[config.mk]
export PLATFORM = sky130hd
export DESIGN_NAME = fnd_scan_ctrl
export DESIGN_NICKNAME = d
export VERILOG_FILES = /design/src/rtl/fnd_pkg.sv /design/src/rtl/fnd_seg_decode.sv /design/src/rtl/fnd_scan_ctrl.sv
export SDC_FILE = /design/constraint.sdc
export NUM_CORES = 1
export LEC_CHECK = 0
export BUFFER_PORTS_ARGS = -buffer_cell sky130_fd_sc_hd__buf_4
export CORE_ASPECT_RATIO = 1.4
export CORE_UTILIZATION = 40
export CTS_BUF_LIST = sky130_fd_sc_hd__clkbuf_4
export DETAILED_ROUTE_END_ITERATION = 12
export GPL_ROUTABILITY_DRIVEN = 0
export HOLD_SLACK_MARGIN = 0.1
export PLACE_DENSITY = 0.68
export SLEW_MARGIN = 20
export SYNTH_ARGS = -nofsm -noshare
export SYNTH_HDL_FRONTEND = slang
export SYNTH_HIERARCHICAL = 1
export SYNTH_SLANG_ARGS = --single-unit
[constraint.sdc]
create_clock -name clk -period 8.46 [get_ports clk]
set_input_delay 0.423 -clock clk [delete_from_list [all_inputs] [get_ports clk]]
set_output_delay 0.423 -clock clk [all_outputs]
set_load 0.01 [all_outputs]
[src/rtl/fnd_pkg.sv]
// Shared definitions for the FND scan path: digit codes, segment bit order,
// glyph table and scan state encoding.
package fnd_pkg;

  localparam logic [3:0] FND_BLANK = 4'd10;
  localparam logic [3:0] FND_DASH  = 4'd11;

  // Segment bit positions within the 8-bit segment word {dp,g,f,e,d,c,b,a}
  localparam int unsigned SEG_A  = 0;
  localparam int unsigned SEG_B  = 1;
  localparam int unsigned SEG_C  = 2;
  localparam int unsigned SEG_D  = 3;
  localparam int unsigned SEG_E  = 4;
  localparam int unsigned SEG_F  = 5;
  localparam int unsigned SEG_G  = 6;
  localparam int unsigned SEG_DP = 7;

  typedef enum logic [1:0] {
    ST_IDLE  = 2'd0,
    ST_BLANK = 2'd1,
    ST_DRIVE = 2'd2
  } scan_state_e;

  // Active-high {g,f,e,d,c,b,a} glyph for a digit code; unused codes are blank
  function automatic logic [6:0] fnd_glyph(input logic [3:0] code);
    logic [6:0] g;
    g = '0;
    case (code)
      4'd0:     g = 7'h3F;
      4'd1:     g = 7'h06;
      4'd2:     g = 7'h5B;
      4'd3:     g = 7'h4F;
      4'd4:     g = 7'h66;
      4'd5:     g = 7'h6D;
      4'd6:     g = 7'h7D;
      4'd7:     g = 7'h07;
      4'd8:     g = 7'h7F;
      4'd9:     g = 7'h6F;
      FND_DASH: g = 7'h40;
      default:  g = '0;
    endcase
    return g;
  endfunction

endpackage

[src/rtl/fnd_seg_decode.sv]
// Combinational digit-code to active-high segment decoder.
module fnd_seg_decode
  import fnd_pkg::*;
(
  input  logic [3:0] code,
  input  logic       dp,
  output logic [7:0] seg
);

  // Look up the glyph and attach the decimal point
  always_comb begin
    seg = '0;
    seg[SEG_G:SEG_A] = fnd_glyph(code);
    seg[SEG_DP] = dp;
  end

endmodule

[src/rtl/fnd_scan_ctrl.sv]
// Time-multiplexed scan controller for a common-pin 7-segment array with
// per-slot dead-time blanking and a per-frame shadow copy of the digit data.
module fnd_scan_ctrl
  import fnd_pkg::*;
#(
  parameter int unsigned NUM_DIGITS = 8,
  parameter int unsigned SCAN_DIV   = 10000,
  parameter int unsigned BLANK_CYC  = 100,
  parameter bit          ACTIVE_LOW = 1'b1
) (
  input  logic                      clk,
  input  logic                      rst,
  input  logic                      en,
  input  logic [4*NUM_DIGITS-1:0]   digit_data,
  input  logic [NUM_DIGITS-1:0]     dp_mask,
  output logic [NUM_DIGITS-1:0]     fnd_com,
  output logic [7:0]                fnd_seg,
  output logic [2:0]                slot_idx,
  output logic                      frame_done
);

  localparam int unsigned CNT_W  = $clog2(SCAN_DIV);
  localparam int unsigned DATA_W = 4 * NUM_DIGITS;

  localparam logic [CNT_W-1:0] CNT_MAX   = CNT_W'(SCAN_DIV - 1);
  localparam logic [CNT_W:0]   BLANK_TH  = (CNT_W + 1)'(BLANK_CYC);
  localparam logic [2:0]       LAST_SLOT = 3'(NUM_DIGITS - 1);

  localparam logic [NUM_DIGITS-1:0] COM_OFF = ACTIVE_LOW ? {NUM_DIGITS{1'b1}} : '0;
  localparam logic [7:0]            SEG_OFF = ACTIVE_LOW ? 8'hFF : 8'h00;

  // With no dead time a new slot starts straight in DRIVE
  localparam scan_state_e WRAP_STATE = (BLANK_CYC == 0) ? ST_DRIVE : ST_BLANK;

  scan_state_e             state_q, state_d;
  logic [CNT_W-1:0]        cnt_q, cnt_d;
  logic [CNT_W:0]          cnt_inc;
  logic [2:0]              slot_q, slot_d;
  logic [DATA_W-1:0]       shadow_q, shadow_d;
  logic [NUM_DIGITS-1:0]   shadow_dp_q, shadow_dp_d;
  logic                    frame_done_q, frame_done_d;
  logic [NUM_DIGITS-1:0]   com_q, com_d;
  logic [7:0]              seg_q, seg_d;

  logic [3:0]              dec_code;
  logic                    dec_dp;
  logic [7:0]              dec_seg;
  logic [NUM_DIGITS-1:0]   com_onehot;

  // Scan sequencing: slot counter, slot index, frame wrap and shadow reload
  always_comb begin
    state_d      = state_q;
    cnt_d        = cnt_q;
    slot_d       = slot_q;
    shadow_d     = shadow_q;
    shadow_dp_d  = shadow_dp_q;
    frame_done_d = 1'b0;
    cnt_inc      = {1'b0, cnt_q} + {{CNT_W{1'b0}}, 1'b1};

    if (!en) begin
      state_d = ST_IDLE;
      cnt_d   = '0;
      slot_d  = '0;
    end else begin
      case (state_q)
        ST_IDLE: begin
          state_d     = ST_BLANK;
          cnt_d       = '0;
          slot_d      = '0;
          shadow_d    = digit_data;
          shadow_dp_d = dp_mask;
        end
        default: begin
          if (cnt_q == CNT_MAX) begin
            cnt_d   = '0;
            state_d = WRAP_STATE;
            if (slot_q < LAST_SLOT) begin
              slot_d = slot_q + 3'd1;
            end else begin
              slot_d       = '0;
              shadow_d     = digit_data;
              shadow_dp_d  = dp_mask;
              frame_done_d = 1'b1;
            end
          end else begin
            cnt_d   = cnt_inc[CNT_W-1:0];
            state_d = (cnt_inc >= BLANK_TH) ? ST_DRIVE : ST_BLANK;
          end
        end
      endcase
    end
  end

  // Select the next slot's code and dp from the next-cycle shadow, so the
  // registered outputs line up with the state they are loaded alongside
  always_comb begin
    dec_code   = FND_BLANK;
    dec_dp     = 1'b0;
    com_onehot = '0;
    for (int unsigned k = 0; k < NUM_DIGITS; k++) begin
      if (slot_d == 3'(k)) begin
        dec_code      = shadow_d[4*k +: 4];
        dec_dp        = shadow_dp_d[k];
        com_onehot[k] = 1'b1;
      end
    end
  end

  fnd_seg_decode u_seg_decode (
    .code (dec_code),
    .dp   (dec_dp),
    .seg  (dec_seg)
  );

  // Pin drive: only in DRIVE, with polarity applied here
  always_comb begin
    com_d = COM_OFF;
    seg_d = SEG_OFF;
    if (en && state_d == ST_DRIVE) begin
      com_d = ACTIVE_LOW ? ~com_onehot : com_onehot;
      seg_d = ACTIVE_LOW ? ~dec_seg : dec_seg;
    end
  end

  // State, shadow and output registers with synchronous reset
  always_ff @(posedge clk) begin
    if (rst) begin
      state_q      <= ST_IDLE;
      cnt_q        <= '0;
      slot_q       <= '0;
      shadow_q     <= {NUM_DIGITS{FND_BLANK}};
      shadow_dp_q  <= '0;
      frame_done_q <= 1'b0;
      com_q        <= COM_OFF;
      seg_q        <= SEG_OFF;
    end else begin
      state_q      <= state_d;
      cnt_q        <= cnt_d;
      slot_q       <= slot_d;
      shadow_q     <= shadow_d;
      shadow_dp_q  <= shadow_dp_d;
      frame_done_q <= frame_done_d;
      com_q        <= com_d;
      seg_q        <= seg_d;
    end
  end

  assign fnd_com    = com_q;
  assign fnd_seg    = seg_q;
  assign slot_idx   = slot_q;
  assign frame_done = frame_done_q;

endmodule

==> out/metrics.cfg <==
[global_route]
grt_antenna_before_repair = 0
grt_pass1_wl_mm = 13.99
grt_max_degree = 46
groute.usage.overall_pct = 18.41
gr-total-overflow = 0
grt_pass1_vias = 3033

[synth]
synth_area_mm2 = 0.003691
syn_nets = 473
syn_inst = 421
synth_top_cell_area_share_pct = 41.22
synth_edf_count = 0
syn_avg_cell_area_um2 = 8.767
synth_commonest_cells = dfxtp_1 (76), nand2_1 (70), nor2_1 (48)
muxShareOfSynthArea_pct = 6.644
ys_types = 64
synth-simple-area-share_pct = 22.78
yosysSeqAreaShare_pct = 41.22
synthArstFlopShare_pct = 0
synthAdderAreaFrac_pct = 3.051
synth_xor_area_share_pct = 2.847
ys_warn_count = 6
synth_compound_area_share_pct = 16.37
yosys-top-cells-area = dfxtp_1 (41%), nand2_1 (7.1%), mux2i_1 (6.2%), nor2_1 (4.9%), a21oi_1 (4.2%)
ys_ff_latch = 76
yosysTopAreaCell = dfxtp_1
yosys.cell_count.top_type = dfxtp_1
synth_top_family_by_area = simple AND/OR/NAND/NOR gates
synth-main-ff-cell = dfxtp_1

[floorplan]
die_area_mm2 = 0.009621
die_x_um = 83.19
ioPinCount = 63
initial_core_util_pct = 41.11
coreArea_mm2 = 0.008977
row_count = 41
die_y_um = 115.7

[route]
drtIter0Drc = 151
via_per_inst = 5.397
avgRoutedWirePerCell_um = 14.88
first_pass_iters = 4
ant_nets = 0
drt-total-wl_mm = 8.615
vias = 3125
drc = 0

[clocking]
postCtsSetupBuffers = 0
root_buffer = clkbuf_4
cts.reportedPaths.clkPinSlew_ps = 110
clk_latency_ps = 440
tritoncts = built
clock_sinks = 76
clockBufferDepth = 2
cts_made_buffers = 9
cts_hold_buffers = 0
cts_resized = 0
htreeDepth = 3

[sta]
fin_skew_ps = 16.02
worst_slew_pin_slew_ps = 993.2
relSlewSlack_pct = 33.79
final-setup-viol-count = 0
min_period_ps = 4464
rsz0062_at_grt = false
finalHoldViolations = 0
timing.final.crit_share_pct = 52.77
drv_slew = 0
tns_ps = 0
fmax_mhz = 224.0
fin_ws_ps = 3996

[finish]
diodes = 0
final_core_util_pct = 46.84
drive_above_1_share_pct = 20.34
instances_no_fill = 579
finish.net_count = 520
regArea_mm2 = 0.001521
area_delta_synth_final_pct = 13.93
fin_area_mm2 = 0.004205
multi_input_area_mm2 = 0.001908
num-fill-cells = 885

[setup_path]
reg2regPathDepth = 14
crit_path_end_kind = register
critical_path.cell_chain = ha_1 > nand3_1 > o41a_2 > a21oi_1 > nand2_1 > o22ai_1 > a31oi_1 > a32oi_1 > inv_1 > ha_1 > nor2_2 > a21oi_1 > o22ai_1 > nand2_1
max_stage_delay_ps = 770
r2r-start = cnt_q[0]$_SDFF_PP0_
cpLargestDelayFamily = compound AO/OA/AOI/OAI gates
crit_buf_inv = 1
cp-start-kind = register
r2r_end = fnd_seg[3]$_SDFF_PP1_
slowest_stage = a21oi_1
critPathRequiredTime_ps = 8790
setup.reg_to_reg.worst_slack_ps = 4000
critPathMaxFanout = 12
crit_type = reg2reg
arrival_ps = 4790

[worst_hold_path]
hold_depth = 3
holdPathEnd = shadow_q[7]$_SDFF_PP1_
hp-class = in2reg
holdCritStartpoint = digit_data[7]

[placed_design]
dp_cells = 564
dpl_cell_area_mm2 = 0.004081
pre_cts_ws_ps = 4093
port_buffers = 62
place_hpwl_mm = 6.295

[pwr]
peakVddDrop_mv = 0.08667
cellLeakagePower_nw = 1.745
clkPwrFrac_pct = 31.5
seqPwrFrac_pct = 56.7
cellInternalPower_w = 0.0004915
comb_power_share_pct = 11.8
powerDensity_mw_per_mm2 = 157.5
swShare_pct = 25.79
switching_power_w = 0.0001708

[job]
cap_violations = 0

[status]
status = finished, final reports clean

## cell usage in the layout, fill, tap and decap left out, types with 7 or more instances in the layout
master    count
ha_1          9
buf_4        66
mux2i_1      23
clkbuf_4      9
nand3b_1      9
o21ai_0      12
nor2_1       48
nand3_1       9
a21oi_1      31
xor2_1        7
dfxtp_1      76
nand2_1      70
o22ai_1       9
## layout make-up
class                           instances  area share (%)
Inverter                                6          0.5356
Clock inverter                          6           1.339
Tap cell                              107           3.184
Multi-Input combinational cell        309           45.37
Clock buffer                            9           1.607
Sequential cell                        76           36.18
Timing Repair Buffer                   66           11.78
## worst max path at each step
stage,depth (start not counted),to,start
floorplan,15,fnd_seg[0]$_SDFF_PP1_,cnt_q[0]$_SDFF_PP0_
global placement,14,fnd_seg[3]$_SDFF_PP1_,cnt_q[0]$_SDFF_PP0_
detailed placement,14,fnd_seg[3]$_SDFF_PP1_,cnt_q[0]$_SDFF_PP0_
CTS,14,fnd_seg[3]$_SDFF_PP1_,cnt_q[0]$_SDFF_PP0_
global route,14,fnd_seg[0]$_SDFF_PP1_,cnt_q[0]$_SDFF_PP0_
finish,14,fnd_seg[3]$_SDFF_PP1_,cnt_q[0]$_SDFF_PP0_
## worst register-to-register path: cells and delay by family (launching register included)
kind / cells / cell delay [ps]
compound gates: 7 / 2390
flops: 1 / 480
buf+inv: 1 / 210
fa+ha+maj: 2 / 540
simple gates: 4 / 720
## sequential cells by signal, summed over array words and instances, names as in the netlist
signal / count
shadow_q: 32
frame_done: 1
fnd_com: 8
fnd_seg: 8
cnt_q: 14
shadow_dp_q: 8
slot_idx: 3
state_q: 2
## stage by stage
stage | hold WS (ps) | power (W)
after floorplan | 428.7 | 0.0004365
after global placement | 438.9 | 0.0004586
after detailed placement | 446.6 | 0.0004611
after CTS | 177.3 | 0.0006674
after global routing | 193.7 | 0.0006893
final | 185.1 | 0.0006623
## layer usage
| layer | GRT usage, % | routed length [um] | up-vias |
|---|---|---|---|
| met2 | 32.13 | 4433 | 71 |
| met1 | 20.00 | 3448 | 1464 |
| met3 | 4.772 | 349 | 29 |
| met5 | 0 | 0 | - |
| li1 | - | - | 1561 |
| met4 | 11.61 | 384 | 0 |
## logic make-up after synthesis
logic type	count (synthesis)
simple gates	174
compound gates	90
flops	76
buf+inv	36
mux	24
xor+xnor	12
fa+ha+maj	9
## power groups by stage
stage	clock network [W]	registers (W)	logic, W
after floorplan	0	0.000382	0.0000545
after CTS	0.000214	0.000375	0.0000779
after global routing	0.000226	0.000377	0.0000860
after detailed placement	0	0.000384	0.0000776
after global placement	0	0.000383	0.0000756
final	0.000209	0.000375	0.0000781
(Power assumes the default switching activity.)
